`src/rtl/arcade_input_ctrl.sv`:
```
// arcade_input_ctrl: player input conditioning for the 1942 core.
// Decodes PS/2 key events, merges them with both MiSTer joysticks, and produces
// the pause toggle, the frame-timed coin pulse and the optional autofire.
// Every output is active-low and registered.
//
// Optional feature macro: AUTOFIRE_EN (per-player fire1 square wave driven by
// key 1A / joy bit 10, AF_FRAMES ticks on, AF_FRAMES ticks off).
//
// Parameters:
//   COIN_FRAMES  frames the coin output stays asserted per press (1..15)
//   AF_FRAMES    autofire half-period in frames (1..15), AUTOFIRE_EN only
// Ports:
//   clk, rst_n              clock, asynchronous active-low reset
//   LVBL                    vertical blank (active-low); its falling edge is the frame tick
//   ps2_key[10:0]           {toggle, pressed, extended, scan code}
//   joy_0, joy_1[15:0]      MiSTer joysticks
//   pause_clr               synchronous pause clear
//   joystick1/2[5:0]        active-low {fire2, fire1, up, down, left, right}
//   start_button[1:0]       active-low {start2, start1}
//   coin_input[1:0]         active-low {1, coin1}
//   dip_pause               0 = paused
//   dip_test                0 = test held
module arcade_input_ctrl #(
  parameter int unsigned COIN_FRAMES = 4,
  parameter int unsigned AF_FRAMES   = 3
) (
  input  logic        clk,
  input  logic        rst_n,
  input  logic        LVBL,
  input  logic [10:0] ps2_key,
  input  logic [15:0] joy_0,
  input  logic [15:0] joy_1,
  input  logic        pause_clr,
  output logic [5:0]  joystick1,
  output logic [5:0]  joystick2,
  output logic [1:0]  start_button,
  output logic [1:0]  coin_input,
  output logic        dip_pause,
  output logic        dip_test
);

  // Key flag indices
  localparam int KUp    = 0;
  localparam int KDown  = 1;
  localparam int KLeft  = 2;
  localparam int KRight = 3;
  localparam int KStart1 = 4;
  localparam int KStart2 = 5;
  localparam int KCoin  = 6;
  localparam int KPause = 7;
  localparam int KTest  = 8;
  localparam int KFire1 = 9;
  localparam int KFire2 = 10;

  logic        ps2_tog_q;
  logic [10:0] keys_q, keys_d;
  logic        lvbl_q, lvbl_d1_q;
  logic        frame_tick;
  logic        coin_prev_q, pause_prev_q;
  logic [3:0]  coin_cnt_q, coin_cnt_d;
  logic        pause_q, pause_d;

  logic [5:0]  p1, p2;
  logic [1:0]  start_m;
  logic        coin_m, pause_m;
  logic        ps2_evt;

  assign ps2_evt    = ps2_key[10] ^ ps2_tog_q;
  assign frame_tick = lvbl_d1_q & ~lvbl_q;

  // PS/2 decode: the scan code present with the toggle selects the flag.
  always_comb begin
    keys_d = keys_q;
    if (ps2_evt) begin
      case (ps2_key[7:0])
        8'h75:        keys_d[KUp]     = ps2_key[9];
        8'h72:        keys_d[KDown]   = ps2_key[9];
        8'h6B:        keys_d[KLeft]   = ps2_key[9];
        8'h74:        keys_d[KRight]  = ps2_key[9];
        8'h05:        keys_d[KStart1] = ps2_key[9];
        8'h06:        keys_d[KStart2] = ps2_key[9];
        8'h04:        keys_d[KCoin]   = ps2_key[9];
        8'h0C:        keys_d[KPause]  = ps2_key[9];
        8'h03:        keys_d[KTest]   = ps2_key[9];
        8'h14, 8'h11: keys_d[KFire1]  = ps2_key[9];
        8'h29:        keys_d[KFire2]  = ps2_key[9];
        default: ;
      endcase
    end
  end

`ifdef AUTOFIRE_EN
  logic            af_key_q, af_key_d;
  logic [1:0]      af_held;
  logic [1:0]      af_off_q, af_off_d;
  logic [1:0][3:0] af_cnt_q, af_cnt_d;
  logic [1:0]      af_wave;

  always_comb begin
    af_key_d = af_key_q;
    if (ps2_evt && ps2_key[7:0] == 8'h1A) af_key_d = ps2_key[9];
  end

  assign af_held = {joy_1[10], af_key_q | joy_0[10]};

  // Phase counts ticks within the current half-period; the wave starts in the
  // asserted half on every press so the first shot is immediate.
  always_comb begin
    af_cnt_d = af_cnt_q;
    af_off_d = af_off_q;
    for (int p = 0; p < 2; p++) begin
      if (!af_held[p]) begin
        af_cnt_d[p] = 4'd0;
        af_off_d[p] = 1'b0;
      end else if (frame_tick) begin
        if (af_cnt_q[p] == 4'(AF_FRAMES - 1)) begin
          af_cnt_d[p] = 4'd0;
          af_off_d[p] = ~af_off_q[p];
        end else begin
          af_cnt_d[p] = af_cnt_q[p] + 4'd1;
        end
      end
    end
  end

  assign af_wave = af_held & ~af_off_q;

  always_ff @(posedge clk or negedge rst_n) begin
    if (!rst_n) begin
      af_key_q <= 1'b0;
      af_cnt_q <= '0;
      af_off_q <= '0;
    end else begin
      af_key_q <= af_key_d;
      af_cnt_q <= af_cnt_d;
      af_off_q <= af_off_d;
    end
  end
`else
  logic [1:0] af_wave;
  assign af_wave = 2'b00;
  logic unused_af;
  assign unused_af = ^{32'(AF_FRAMES), joy_0[10], joy_1[10]};
`endif

  logic unused_in;
  assign unused_in = ^{ps2_key[8], joy_0[15:11], joy_1[15:11]};

  // Merge keys and joysticks (active-high here, inverted at the outputs).
  always_comb begin
    p1 = {keys_q[KFire2] | joy_0[5],
          keys_q[KFire1] | joy_0[4] | af_wave[0],
          keys_q[KUp]    | joy_0[3],
          keys_q[KDown]  | joy_0[2],
          keys_q[KLeft]  | joy_0[1],
          keys_q[KRight] | joy_0[0]};
    p2 = {joy_1[5], joy_1[4] | af_wave[1], joy_1[3:0]};
    start_m = {keys_q[KStart2] | joy_0[7] | joy_1[7],
               keys_q[KStart1] | joy_0[6] | joy_1[6]};
    coin_m  = keys_q[KCoin]  | joy_0[8] | joy_1[8];
    pause_m = keys_q[KPause] | joy_0[9] | joy_1[9];
  end

  // Coin: load on a rising edge only when idle; load beats a same-cycle tick.
  always_comb begin
    coin_cnt_d = coin_cnt_q;
    if (coin_m && !coin_prev_q && coin_cnt_q == 4'd0) begin
      coin_cnt_d = 4'(COIN_FRAMES);
    end else if (frame_tick && coin_cnt_q != 4'd0) begin
      coin_cnt_d = coin_cnt_q - 4'd1;
    end
  end

  always_comb begin
    pause_d = pause_q;
    if (pause_clr) begin
      pause_d = 1'b0;
    end else if (pause_m && !pause_prev_q) begin
      pause_d = ~pause_q;
    end
  end

  always_ff @(posedge clk or negedge rst_n) begin
    if (!rst_n) begin
      ps2_tog_q    <= 1'b0;
      keys_q       <= '0;
      lvbl_q       <= 1'b0;
      lvbl_d1_q    <= 1'b0;
      coin_prev_q  <= 1'b0;
      pause_prev_q <= 1'b0;
      coin_cnt_q   <= 4'd0;
      pause_q      <= 1'b0;
      joystick1    <= 6'h3F;
      joystick2    <= 6'h3F;
      start_button <= 2'b11;
      coin_input   <= 2'b11;
      dip_pause    <= 1'b1;
      dip_test     <= 1'b1;
    end else begin
      ps2_tog_q    <= ps2_key[10];
      keys_q       <= keys_d;
      lvbl_q       <= LVBL;
      lvbl_d1_q    <= lvbl_q;
      coin_prev_q  <= coin_m;
      pause_prev_q <= pause_m;
      coin_cnt_q   <= coin_cnt_d;
      pause_q      <= pause_d;
      joystick1    <= ~p1;
      joystick2    <= ~p2;
      start_button <= ~start_m;
      coin_input   <= {1'b1, coin_cnt_d == 4'd0};
      dip_pause    <= ~pause_d;
      dip_test     <= ~keys_q[KTest];
    end
  end

endmodule

```
`config.mk`:
```
export PLATFORM = sky130hd
export DESIGN_NAME = arcade_input_ctrl
export DESIGN_NICKNAME = d
export VERILOG_FILES = /design/src/rtl/arcade_input_ctrl.sv
export SDC_FILE = /design/constraint.sdc
export NUM_CORES = 1
export LEC_CHECK = 0
export BUFFER_PORTS_ARGS = -buffer_cell sky130_fd_sc_hd__buf_2
export CELL_PAD_IN_SITES_DETAIL_PLACEMENT = 0
export CELL_PAD_IN_SITES_GLOBAL_PLACEMENT = 2
export CORE_ASPECT_RATIO = 1.25
export CORE_MARGIN = 4
export CORE_UTILIZATION = 31
export CTS_CLUSTER_SIZE = 10
export DETAILED_ROUTE_END_ITERATION = 6
export PLACE_DENSITY_LB_ADDON = 0.1
export SKIP_CTS_REPAIR_TIMING = 1
export SLEW_MARGIN = 20
export SYNTH_ARGS = -nofsm -noshare
export SYNTH_HDL_FRONTEND = slang
export SYNTH_SLANG_ARGS = --single-unit
```
`constraint.sdc`:
```
create_clock -name clk -period 3.8 [get_ports clk]
set_input_delay 0.38 -clock clk [delete_from_list [all_inputs] [get_ports clk]]
set_output_delay 0.38 -clock clk [all_outputs]
set_load 0.02 [all_outputs]
```
==> flow_metrics.py, run 1 <==
metrics = {
    "die": {
        "row_count": 28,
        "initial_utilization_pct": 32.30,
        "dieArea_um2": 6163,
        "die_h_um": 86.78,
        "die_w_um": 71.02,
        "io_pins": 65,
        "core_region_area_um2": 4765,
    },
    "synthesis": {
        "synth_top_area_cell": "dfrtp_1",
        "syn_area_um2": 1539,
        "synth_enable_flop_cells": 0,
        "async_flop_share_pct": 100.0,
        "syn_inst": 122,
        "synth_seq_area_share_pct": 63.17,
        "synthTopCellsByCount": "dfrtp_1 (21), dfstp_2 (17), nor2_1 (14), mux2_2 (12), inv_1 (11)",
        "avgSynthCellArea_um2": 12.61,
        "synthTopCellsByArea": "dfrtp_1 (34%), dfstp_2 (29%), mux2_2 (8.8%)",
        "yosysMostFrequentCell": "dfrtp_1",
        "synth_nets": 170,
        "synth_ff_type": "dfrtp_1",
        "synth-warning-count": 0,
        "synth_top_area_share_pct": 34.15,
        "synth_seq_cells": 38,
        "synth_cell_types": 35,
    },
    "pwr": {
        "powerDensity_nw_per_um2": 478.8,
        "vdd_drop_max_mv": 0.2087,
        "p_int_uw": 675.7,
        "pwr-share-seq_pct": 52.4,
        "p_leak_uw": 0.0009430,
        "combPwrFrac_pct": 17.6,
        "p_total_uw": 928.1,
        "p_sw_share_pct": 27.19,
        "p_sw_uw": 252.3,
        "p_clk_share_pct": 30.0,
    },
    "placement": {
        "placed_area_um2": 1847,
        "pre_cts_ws_ns": 1.961,
        "place.port_buffers": 50,
        "gp_congestion": 0.7076,
        "dp_hpwl_um": 2258,
    },
    "sta": {
        "slew_headroom_pct": 43.79,
        "slew_violations": 0,
        "timing.final.crit_share_pct": 43.21,
        "setup_viol": 0,
        "fin_ws_ns": 2.158,
        "fin_setup_tns_ns": 0,
        "fin_skew_ns": 0.003709,
        "fmax_mhz": 609.1,
        "rsz0062_at_grt": "false",
        "holdWs_ns": 0.1968,
        "worst_pin_slew_ns": 0.8431,
        "timing.final.hold_violations": 0,
        "period_minus_slack_ns": 1.642,
    },
    "cells_and_area": {
        "fillCellCount": 500,
        "drive_gt1_share_pct": 51.12,
        "multi_input_area_um2": 508.0,
        "antennaDiodeCount": 0,
        "layout.nets": 225,
        "seqCellArea_um2": 972.2,
        "final_area_um2": 1938,
        "area_growth_pct": 25.94,
    },
    "global_routing": {
        "grt_pass1_wl_um": 5216,
        "grt_pass1_vias": 1173,
        "grt_max_degree": 39,
        "track_usage_pct": 10.78,
        "grt.overflow.total": 0,
        "antenna_found_initial": 0,
    },
    "flow_run": {
        "drv_cap": 0,
    },
    "clock_tree": {
        "clock_latency_ns": 0.28,
        "cts_inserted_buffers": 5,
        "cts_tree": "built",
        "path_clk_slew_ns": 0.07,
        "h-tree-depth": 2,
        "cts-root-buf": "clkbuf_8",
        "clock-sinks": 38,
        "cts_buffer_depth": 2,
    },
    "drt": {
        "wl_per_cell_um": 12.70,
        "vias": 1086,
        "drcViolationCount": 0,
        "drtIter0Drc": 17,
        "antenna_left": 0,
        "drt-pass1-iter-count": 2,
        "drt-total-wl_um": 3022,
        "vias_per_cell": 4.563,
    },
    "worst_setup_path": {
        "worstPathCellList": "xnor2_1 -> nor3_1 -> and4_1 -> mux2_2",
        "worstSetupStartpointType": "flip-flop",
        "cp_max_fo": 4,
        "cp_data_required_time_ns": 3.97,
        "criticalPathCategory": "reg -> reg",
        "slowest_stage": "dfrtp_1",
        "arrival_ns": 1.81,
        "end_kind": "flip-flop",
        "critPathMaxStageDelay_ns": 0.37,
    },
    "outcome": {
        "status": "complete, no violations",
    },
    "min_path": {
        "hold_class": "in -> async",
    },
}
-- path summary, 6_finish.rpt --
path | slack [ns] | cells past startpoint | to | startpoint
min reg2reg | 0.38 | 1 | joystick1[1] | keys_q[2]
min | 0.20 | 1 | lvbl_q | rst_n
min in group clk | 0.20 | 2 | joystick2[4] | joy_1[4]
max | 2.16 | 4 | keys_q[0] | ps2_tog_q
max reg2reg | 2.16 | 4 | keys_q[0] | ps2_tog_q
max in group asynchronous | 3.08 | 1 | keys_q[1] | rst_n
-- cell usage in the layout (no fill, tap or decap), types with 2 or more instances in the layout --
master    synthesis  final
nand4_1           3      3
nand2_1           2      2
or3_1             3      3
mux2_2           12     12
buf_2             0     50
nor2_1           14     14
nor2b_1           3      3
nand3_1           5      5
inv_1            11     11
clkbuf_8          0      6
nor4_1            2      2
nand2b_1          2      2
dfstp_2          17     17
and3_1            2      2
dfrtp_1          21     21
nor3_1            3      3
a21oi_1           2      2
-- metrics by stage --
step | util (%) | cells
final | 40.68 | 238
after global routing | 40.68 | 238
after CTS | 40.68 | 238
after detailed placement | 38.76 | 230
after global placement | 38.76 | 230
after floorplan | - | 122
-- sequential cells by signal (all words and copies together), names as in the netlist, 2 cells and up --
register and flops:
joystick2 6, joystick1 6, coin_cnt_q 4, keys_q 11, start_button 2
-- kinds of logic after synthesis --
logic type	share of synthesized area (%)
AOI/OAI and AO/OA	3.253
xor gates and xnor gates	1.138
adders and majority gates	0.8129
buffers and inverters	3.821
DFF	63.17
muxes	9.756
other	0.2437
and+or+nand+nor	17.81
-- critical path, delay by kind of cell, from the launching register on --
kind / cells / cell delay, ns
DFF: 1 / 0.37
and+or+nand+nor: 2 / 0.63
muxes: 1 / 0.33
xor gates and xnor gates: 1 / 0.20
-- layer usage --
layer,GRT usage (%),part of all wire (%),vias up
met4,5.983,2.7,0
met1,10.89,37,521
li1,-,-,526
met2,19.16,53,30
met5,0,0,-
met3,3.828,6.7,9
-- area by class of cell --
type / count / area share, %
Clock buffer: 7 / 4.454
Inverter: 11 / 2.130
Multi-Input combinational cell: 71 / 26.21
Clock inverter: 1 / 0.2582
Tap cell: 60 / 3.873
Timing Repair Buffer: 50 / 12.91
Sequential cell: 38 / 50.16
-- power by group through the flow --
stage | Combinational (uW) | Clock, uW | Sequential (uW)
after floorplan | 92.1 | 0 | 505
after global placement | 161 | 0 | 492
after detailed placement | 165 | 0 | 494
after CTS | 166 | 293 | 486
after global routing | 186 | 312 | 494
final | 163 | 278 | 486
No activity file was read; power rests on OpenSTA's default activity.
==> run 2: changes to the inputs <==
--- a/config.mk
+++ b/config.mk
@@ -10,7 +10,7 @@
 export CELL_PAD_IN_SITES_GLOBAL_PLACEMENT = 2
 export CORE_ASPECT_RATIO = 1.25
 export CORE_MARGIN = 4
-export CORE_UTILIZATION = 31
+export CORE_UTILIZATION = 26
 export CTS_CLUSTER_SIZE = 10
 export DETAILED_ROUTE_END_ITERATION = 6
 export PLACE_DENSITY_LB_ADDON = 0.1
==> constraint.sdc (replaced) <==
create_clock -name clk -period 1.4 [get_ports clk]
set_input_delay 0.14 -clock clk [delete_from_list [all_inputs] [get_ports clk]]
set_output_delay 0.14 -clock clk [all_outputs]
set_load 0.02 [all_outputs]
==> run 2 against run 1 <==
Compared with the run above:
- the run now ends with setup timing left
- maximum frequency is 15% higher
- clock skew is 0.0010 ns lower
- sequential power grew to 2.7 times the previous value
- critical path depth is 1 higher
- core utilization fell by 1.2 points
- global-route usage shrank 0.75 points
- non-clock buffer count increased by 30
- final area grew 18%
- critical path type unchanged
==> flow_metrics.py, run 2 (synthesized netlist as in run 1, its figures left out) <==
metrics = {
    "placement": {
        "placed_area_um2": 1942,
        "dp_hpwl_um": 2540,
        "pre_cts_ws_ns": -0.1626,
        "place.port_buffers": 50,
        "gp_congestion": 0.7797,
    },
    "die": {
        "core_region_area_um2": 5779,
        "dieArea_um2": 7222,
        "initial_utilization_pct": 26.63,
        "io_pins": 65,
        "die_h_um": 94.02,
        "row_count": 31,
        "die_w_um": 76.82,
    },
    "cells_and_area": {
        "drive_gt1_share_pct": 52.88,
        "largestRegisters": "keys_q (11), joystick1 (6), joystick2 (6)",
        "area_growth_pct": 48.37,
        "largest_register": "keys_q",
        "layout.nets": 255,
        "layout_commonest_cell": "buf_2",
        "fillCellCount": 579,
        "final_area_um2": 2283,
        "largest_reg_flops": 11,
        "final_util_pct": 39.51,
        "antennaDiodeCount": 0,
        "layout_common_cells": "buf_2 (50), dfrtp_1 (21), dlygate4sd3_1 (19)",
    },
    "global_routing": {
        "antenna_found_initial": 0,
        "grt_pass1_wl_um": 5616,
        "grt_max_degree": 39,
        "grt_pass1_vias": 1205,
        "track_usage_pct": 10.04,
        "grt.overflow.total": 0,
    },
    "worst_setup_path": {
        "criticalPathCategory": "reg -> reg",
        "arrival_ns": 1.60,
        "end_kind": "flip-flop",
        "r2r_end": "keys_q[7]",
        "cp_max_fo": 4,
        "cp_data_required_time_ns": 1.57,
        "rr_worst_depth": 5,
        "worstSetupStartpointType": "flip-flop",
        "rrSetupSlack_ns": -0.03,
        "rr_startpoint": "ps2_tog_q",
    },
    "drt": {
        "wl_per_cell_um": 12.59,
        "drt-total-wl_um": 3449,
        "vias_per_cell": 4.387,
        "drcViolationCount": 0,
        "drtIter0Drc": 54,
        "drt-pass1-iter-count": 4,
        "vias": 1202,
        "antenna_left": 0,
    },
    "outcome": {
        "status": "finished with violations",
        "violations": "setup timing",
    },
    "clock_tree": {
        "cts-root-buf": "clkbuf_8",
        "cts_buffer_depth": 2,
        "h-tree-depth": 2,
        "cts_tree": "built",
        "clock_latency_ns": 0.28,
        "path_clk_slew_ns": 0.07,
        "clock-sinks": 38,
        "cts_inserted_buffers": 5,
    },
    "min_path": {
        "hold_class": "in -> reg",
        "hold_start": "ps2_key[10]",
        "hold_depth": 1,
        "min_delay_worst_endpoint": "ps2_tog_q",
    },
    "sta": {
        "timing.final.crit_share_pct": 102.2,
        "fin_ws_ns": -0.03055,
        "slew_violations": 0,
        "period_minus_slack_ns": 1.431,
        "timing.final.hold_violations": 0,
        "rsz0062_at_grt": "true",
        "fin_setup_tns_ns": -0.04464,
        "fin_skew_ns": 0.002690,
        "fmax_mhz": 699.0,
        "setup_viol": 2,
    },
    "pwr": {
        "p_leak_uw": 0.001091,
        "combPwrFrac_pct": 25.2,
        "powerDensity_nw_per_um2": 1214,
        "p_sw_uw": 780.0,
        "p_int_uw": 1992,
        "vdd_drop_max_mv": 0.4009,
        "p_total_uw": 2772,
        "p_sw_share_pct": 28.14,
        "pwr-share-seq_pct": 47.5,
        "p_clk_share_pct": 27.2,
    },
    "flow_run": {
        "drv_cap": 0,
    },
}
run 2: cell count changes in the layout (fill, tap and decap cells not counted), sizes merged:
cell and change:
buf +11, dlygate4sd3 +19
run 2: final cells by class:
class | count | area, um^2 | share of cell area [%]
Multi-Input combinational cell | 71 | 573.1 | 25.10
Clock buffer | 7 | 86.33 | 3.781
Inverter | 11 | 41.29 | 1.808
Clock inverter | 1 | 5.005 | 0.2192
Timing Repair Buffer | 80 | 523.0 | 22.90
Sequential cell | 38 | 972.2 | 42.58
Tap cell | 66 | 82.58 | 3.616
run 2: critical path, cell delays in order (launching register included):
cell and delay (ns):
dfrtp_1 0.39, xnor2_2 0.16, buf_4 0.15, nor3b_4 0.19, nand3b_1 0.12, mux2_4 0.30
run 2: worst max path at each step:
stage                          to  slack (ns)     startpoint
finish                  keys_q[7]       -0.03      ps2_tog_q
global route            keys_q[7]       -0.11      ps2_tog_q
CTS                 coin_cnt_q[0]       -0.07  coin_cnt_q[1]
detailed placement      keys_q[7]       -0.16     ps2_key[5]
global placement        keys_q[7]       -0.14     ps2_key[5]
floorplan               keys_q[7]      -0.004     ps2_key[5]
run 2: per-stage QoR:
stage / hold WS (ns) / cells
after floorplan: -0.1556 / 122
after global placement: 0.2206 / 246
after detailed placement: 0.2243 / 246
after CTS: -0.09088 / 254
after global routing: 0.003304 / 274
final: 0.008741 / 274
run 2: power groups by stage:
stage                     clock (uW)  combinational (uW)  sequential (uW)
after CTS                        806                 552             1310
after detailed placement           0                 550             1330
after global placement             0                 530             1320
final                            755                 699             1320
after global routing             872                 773             1330
after floorplan                    0                 253             1370
run 2: metal layers:
layer	part of all wire (%)	global-route usage, %
met1	38	10.41
met2	54	18.17
met3	5.7	3.455
met4	2.0	4.532
met5	0	0
